$ cat src/rtl/seq_shift_pkg.sv
// Shared types for the sequential shifter: FSM states, op codes and op decoding.
// SEQ_SHIFT_ARITH_EN enables the arithmetic right shift (op = 10); otherwise it decodes as SRL.
package seq_shift_pkg;

  typedef enum logic [1:0] {
    IDLE  = 2'b00,
    SHIFT = 2'b01,
    DONE  = 2'b10
  } state_e;

  typedef enum logic [1:0] {
    OP_SRL  = 2'b00,
    OP_SLL  = 2'b01,
    OP_SRA  = 2'b10,
    OP_RSVD = 2'b11
  } op_e;

  // Collapse the raw op field onto the operations this build actually implements.
  function automatic op_e decode_op(input logic [1:0] raw);
    case (raw)
      OP_SLL: return OP_SLL;
`ifdef SEQ_SHIFT_ARITH_EN
      OP_SRA: return OP_SRA;
`endif
      default: return OP_SRL;
    endcase
  endfunction

endpackage

$ cat src/rtl/shift_step.sv
// Combinational one-bit shifter: produces the working value after a single shift step.
// Sign refill for SRA exists only when SEQ_SHIFT_ARITH_EN is defined.
module shift_step
  import seq_shift_pkg::*;
#(
  parameter int N = 8
) (
  input  logic [N-1:0] value,
  input  op_e          op,
  input  logic         sign,
  output logic [N-1:0] next
);

`ifndef SEQ_SHIFT_ARITH_EN
  logic unused_sign;
  assign unused_sign = sign;
`endif

  // NOTE: next gets a default before the case so no path leaves it unassigned (no latch).
  always_comb begin
    next = {1'b0, value[N-1:1]};
    case (op)
      OP_SLL: next = {value[N-2:0], 1'b0};
`ifdef SEQ_SHIFT_ARITH_EN
      OP_SRA: next = {sign, value[N-1:1]};
`endif
      default: next = {1'b0, value[N-1:1]};
    endcase
  end

endmodule

$ cat src/rtl/seq_shift_unit.sv
// Sequential barrel-free shifter: one bit per clock through IDLE -> SHIFT -> DONE with
// valid/ready handshakes on both sides. SEQ_SHIFT_ARITH_EN enables SRA (op = 10).
module seq_shift_unit
  import seq_shift_pkg::*;
#(
  parameter int N = 8
) (
  input  logic         clk,
  input  logic         rst_n,
  input  logic         in_valid,
  output logic         in_ready,
  input  logic [N-1:0] a,
  input  logic [N-1:0] b,
  input  logic [1:0]   op,
  output logic         out_valid,
  input  logic         out_ready,
  output logic [N-1:0] out,
  output logic         busy
);

  localparam int CW = $clog2(N);

  state_e        state;
  op_e           op_q;
  op_e           op_n;
  logic [N-1:0]  work;
  logic [N-1:0]  step_next;
  logic [N-1:0]  sat;
  logic [CW-1:0] cnt;
  logic          b_big;

  assign op_n  = decode_op(op);
  assign b_big = |b[N-1:CW];
  assign out   = work;

  // Shifting by N or more leaves nothing of a but (for SRA) its sign.
`ifdef SEQ_SHIFT_ARITH_EN
  assign sat = (op_n == OP_SRA) ? {N{a[N-1]}} : '0;
`else
  assign sat = '0;
`endif

  shift_step #(.N(N)) u_step (
    .value (work),
    .op    (op_q),
    .sign  (work[N-1]),
    .next  (step_next)
  );

  // NOTE: sequential state uses non-blocking assignments so every flop samples pre-edge values.
  always_ff @(posedge clk or negedge rst_n) begin
    if (!rst_n) begin
      state     <= IDLE;
      op_q      <= OP_SRL;
      work      <= '0;
      cnt       <= '0;
      out_valid <= 1'b0;
      busy      <= 1'b0;
      in_ready  <= 1'b1;
    end else begin
      case (state)
        IDLE: begin
          if (in_valid) begin
            state    <= SHIFT;
            op_q     <= op_n;
            busy     <= 1'b1;
            in_ready <= 1'b0;
            if (b_big) begin
              work <= sat;
              cnt  <= '0;
            end else begin
              work <= a;
              cnt  <= b[CW-1:0];
            end
          end
        end
        SHIFT: begin
          if (cnt != '0) begin
            work <= step_next;
            cnt  <= cnt - 1'b1;
          end else begin
            state     <= DONE;
            out_valid <= 1'b1;
          end
        end
        DONE: begin
          // in_ready is registered, so a new operand can only be taken the cycle after handoff.
          if (out_ready) begin
            state     <= IDLE;
            out_valid <= 1'b0;
            busy      <= 1'b0;
            in_ready  <= 1'b1;
          end
        end
        default: begin
          state     <= IDLE;
          out_valid <= 1'b0;
          busy      <= 1'b0;
          in_ready  <= 1'b1;
        end
      endcase
    end
  end

endmodule

$ cat config.mk
export PLATFORM = sky130hd
export DESIGN_NAME = seq_shift_unit
export DESIGN_NICKNAME = d
export VERILOG_FILES = /design/src/rtl/seq_shift_pkg.sv /design/src/rtl/shift_step.sv /design/src/rtl/seq_shift_unit.sv
export SDC_FILE = /design/constraint.sdc
export NUM_CORES = 1
export LEC_CHECK = 0
export ABC_AREA = 1
export BUFFER_PORTS_ARGS = -buffer_cell sky130_fd_sc_hd__buf_2
export CELL_PAD_IN_SITES_DETAIL_PLACEMENT = 1
export CELL_PAD_IN_SITES_GLOBAL_PLACEMENT = 1
export CORE_MARGIN = 5
export CORE_UTILIZATION = 36
export DETAILED_ROUTE_END_ITERATION = 8
export PLACE_DENSITY_LB_ADDON = 0.1
export SLEW_MARGIN = 5
export SYNTH_ARGS = -nofsm -noshare
export SYNTH_HDL_FRONTEND = slang
export SYNTH_SLANG_ARGS = --single-unit
$ cat constraint.sdc
create_clock -name clk -period 2.1 [get_ports clk]
set_input_delay 0.42 -clock clk [delete_from_list [all_inputs] [get_ports clk]]
set_output_delay 0.42 -clock clk [all_outputs]
set_load 0.01 [all_outputs]
* After elaboration in Yosys (flattened, before gate mapping) *
Cells that the tools add are included.

word-level totals
  register bits = 18
  logic and storage cells = 49
  output and inout bits = 11
  input port bits = 22

operators by class
  equal/unequal tests = 8
  bitwise gates (word level) = 2
  reduce and logical (&&, ||, !) cells = 9
  $add $sub $neg = 1
  multiplexer cells = 22

operators by type and width
  kind                                                                    number
  8-bit two-way mux                                                       4
  8-bit one-hot mux with 2 select lines                                   1
  3-bit AND reduction                                                     4
  3-bit two-way mux                                                       3
  1-bit one-hot mux with 3 select lines                                   3
  2-bit inequality test (second input constant)                           4
  2-bit by 1-bit equality test with 1-bit output (second input constant)  3
  1-bit two-way mux                                                       6
  2-bit two-way mux                                                       3
  2-bit one-hot mux with 3 select lines                                   1
  3-bit one-hot mux with 2 select lines                                   1
  5-bit OR reduction                                                      1
  3-bit nonzero test                                                      1
  3-bit by 1-bit subtractor with 3-bit output (second input constant)     1
  2-bit equality test (second input constant)                             1
  2-bit zero test                                                         1
  1-bit inverter                                                          2
  2-bit AND reduction                                                     1
  2-bit nonzero test                                                      1

* Depth between registers and ports, before layout *
  word-level depth = 4
  gate-level depth with buffers = 10
  mapped depth without buffers = 9

* Hierarchy *
From an unflattened synthesis, not the netlist that was laid out.

unflattened totals
  cell total of the unflattened synthesis = 161
  area total of the unflattened synthesis = 1088.5 um2

by module, submodules not included
  module          seq. area each (um2)  area an instance (um2)  cells an instance  instances
  seq_shift_unit  426.7                 972.2                   137                1
  shift_step      0.0                   116.4                   24                 1

* Worst setup path before layout *
No wires, ideal clock.

  kind = register -> register
  from = register cnt[0]
  to = register work[0] (netlist: out[0])
  arrival = 1285 ps
  library setup time = 117 ps
  path buffers = 1
  setup slack = 698 ps
  clock period less this slack = 1402 ps
  required time = 1983 ps
  stages on the path, launching flop included = 11
  cells stage by stage = dfrtp_1 -> inv_1 -> ha_1 -> ha_1 -> inv_1 -> nand3_1 -> nand2_2 -> buf_6 -> nand2_1 -> nor2_1 -> nor2_1

on the way
  cells in the longest elaborated chain, start to end = 3

ends and longest elaborated chain
  what                             line                  source
  from (decl)                      seq_shift_unit.sv:29  logic [CW-1:0] cnt;
  from (signal assigned)           seq_shift_unit.sv:73  cnt <= b[CW-1:0];
  from (signal assigned)           seq_shift_unit.sv:80  cnt <= cnt - 1'b1;
  3-bit nonzero test               seq_shift_unit.sv:78  if (cnt != '0) begin
  2-bit inequality test (no line)  -
  3-bit AND reduction (no line)    -
  to (signal assigned)             seq_shift_unit.sv:69  work <= sat;
  to (signal assigned)             seq_shift_unit.sv:79  work <= step_next;
  to (decl)                        seq_shift_unit.sv:26  logic [N-1:0] work;

Every way passes these cells.
A chain may end at the register's enable or synchronous reset.

* Worst setup path after layout *
  from = register cnt[0]
  to = register work[5] (netlist: out[5])

Same word-level chain as after synthesis.

==> out/summary.txt <==
Distinct cells, synth: 17
Mapped Area: 0.001010 sq mm
Synth area leader: dfrtp_1
Total iterations of the first detailed-routing run: 4
CORE AREA: 0.002734 sq mm
Post-route worst setup slack: 0.3780 ns
FP Rows: 19
Clock Sinks: 17
Delay-heaviest family, CP: simple AND/OR/NAND/NOR gates
Compound-Gate Fraction of Synth Area: 2.602%
Critical Path AT: 1.91 ns
Sequential element share of the synthesized area: 42.26%
Adder-cell area share of the yosys netlist: 2.478%
Leakage power: 0.0006870 uW
XOR/XNOR Fraction of Synth Area: 0%
Post-synth EDFFs: 0
Pwr dens: 1589 mW/mm^2
Final net count: 209
Max incr delay on CP: 0.36 ns
Startpoint types: register
Setup TNS: 0 ns
DRC: 0
Initial Utilization: 36.93%
Total GRT Usage: 14.90%
Worst skew pair latency: 0.29 ns
ANT cells: 0
Critical Setup Path Class: register to register
Critical path depth: 9
Actual slew at the worst max-slew pin: 0.5024 ns
CTS max path bufs: 2
Main combinational cell family by area after synthesis: simple AND/OR/NAND/NOR gates
Port-buffer cells: 32
Hold WC Path Type: primary input to asynchronous set/reset pin
Area Overhead vs Synth: 18.09%
Die area: 0.003964 sq mm
Antenna violations before repair: 0
Final Max Tran Viols: 0
Most numerous cell in the Yosys netlist: nor2_1
Placed insts: 211
Finished Layout Cells: 215
DR vias/cell: 4.656
Postcts setup bufs: 0
Main synth FF type: dfrtp_1
Top cells by area, synth: dfrtp_1 40%, nor2_1 19%, nand2_1 14%
Gr ovfl total: 0
Share of cells above drive strength 1: 21.74%
FILL cells: 397
GPL Wtd Cong: 0.7316
Worst VDD drop: 0.0007539 V
Net Count, Synth: 178
CTS Hold Buffers Added: 0
Pre-CTS WS: 0.3852 ns
Normalized max-slew margin: 66.41%
Htree depth: 1
Crit path required time: 2.29 ns
Die width: 62.96 microns
R2R depth: 9
Top cell type's share of synthesized area: 39.65%
Final wirelength: 2756 microns
Simple-gate area share of the yosys netlist: 40.64%
Crit. End Element: register
Syn Area/Cell: 6.557 sq um
Ports: 33
Final Util: 43.62%
Worst-path fanout max: 23
RSZ-0062 raised after global routing: no
Max Cap Viol: 0
WL per Instance: 12.82 microns
1st-iter DRT viols: 30
Worst Skew: 0.002399 ns
Mux contribution to synthesized area: 0%
Via Count: 1001
Final Hold Vio Count: 0
Inserted Clock Buffers: 3
Yosys reg bits: 17
Post-Synthesis Cells: 154
Post-DP HPWL: 2061 microns
Outcome: complete, no violations
Worst-path clk slew: 0.11 ns
CTS root buffer: clkbuf_4
Global-route wire length before repair: 4850 microns
Vias in the first global route: 1081
Crit path buf inv count: 2
Cells resized by post-CTS repair: 0
CTS tree: built
Design Power: 1895 uW
Yosys warnings: 0
Period utilization: 82.00%
Die Y: 62.96 microns
Max Clock Freq: 580.7 MHz
Worst path cell trace: inv_1 > ha_1 > ha_1 > inv_1 > nand3_1 > nand2_2 > nand2_1 > nor2_1 > nor2_1
Commonest cells post-synth: 52 x nor2_1, 39 x nand2_1, 17 x inv_1
DRT antenna net count: 0
Number of setup violations in the final report: 0
FFs w/ async S/R, synth: 100.0%
Slowest CP cell: dfrtp_1
Final min period: 1.722 ns
Largest net degree at the start of global routing: 24
metal layers:
layer  up-vias  GRT usage (%)  share of wire [%]
met5         -              0                  0
met4         0          4.775               0.94
met3         2          3.058                4.9
met2        25          25.51                 48
met1       454          18.41                 46
li1        520              -                  -
worst reg2reg max path, stage by stage (launching register included):
cell	delay (ns)
dfrtp_1	0.36
inv_1	0.05
ha_1	0.19
ha_1	0.19
inv_1	0.10
nand3_1	0.09
nand2_2	0.34
nand2_1	0.10
nor2_1	0.13
nor2_1	0.06
power breakdown:
part / switching [uW] / total, uW / internal, uW
Clock: 112 / 186 / 73.7
Combinational: 687 / 1070 / 383
Sequential: 133 / 638 / 506
Total: 932 / 1890 / 963
cell usage in the layout, fill, tap and decap left out:
master and n:
a21oi_1 1, buf_2 32, buf_4 1, clkbuf_1 1, clkbuf_4 3, dfrtp_1 16, dfstp_2 1, ha_1 2
inv_1 17, inv_2 2, nand2_1 39, nand2_2 1, nand3_1 11, nand3b_1 1, nor2_1 52, o21ai_0 3
o22ai_1 1
flip-flops by register name, indices dropped and copies added, names as in the netlist:
signal,flops
cnt,3
in_ready,1
out_valid,1
out,8
busy,1
op_q,1
state,2
cells by family after synthesis:
group | after synthesis
adders and majority gates | 2
buffers and inverters | 26
AOI/OAI and AO/OA | 5
DFF | 17
and+or+nand+nor | 104
final timing paths:
path                       startpoint       end  slack (ns)
min reg2reg                  in_ready  in_ready        0.51
max in group asynchronous       rst_n  in_ready        1.74
max                            cnt[0]    out[5]        0.38
min                             rst_n      busy        0.04
min in group clk                op[0]   op_q[0]        0.41
max reg2reg                    cnt[0]    out[5]        0.38
through the flow:
step / area, sq um / hold slack [ns]
after floorplan: 1010 / 0.1244
after global placement: 1166 / 0.3729
after detailed placement: 1166 / 0.3773
after CTS: 1192 / 0.04843
after global routing: 1192 / 0.06707
final: 1192 / 0.04088
cell type report:
| class | count | area (sq um) | area share, % |
|---|---|---|---|
| Clock buffer | 4 | 26.28 | 2.204 |
| Inverter | 19 | 71.32 | 5.981 |
| Multi-Input combinational cell | 111 | 461.7 | 38.72 |
| Sequential cell | 17 | 426.7 | 35.78 |
| Tap cell | 31 | 38.79 | 3.253 |
| Timing Repair Buffer | 33 | 167.7 | 14.06 |
No activity file was read; power rests on OpenSTA's default activity.
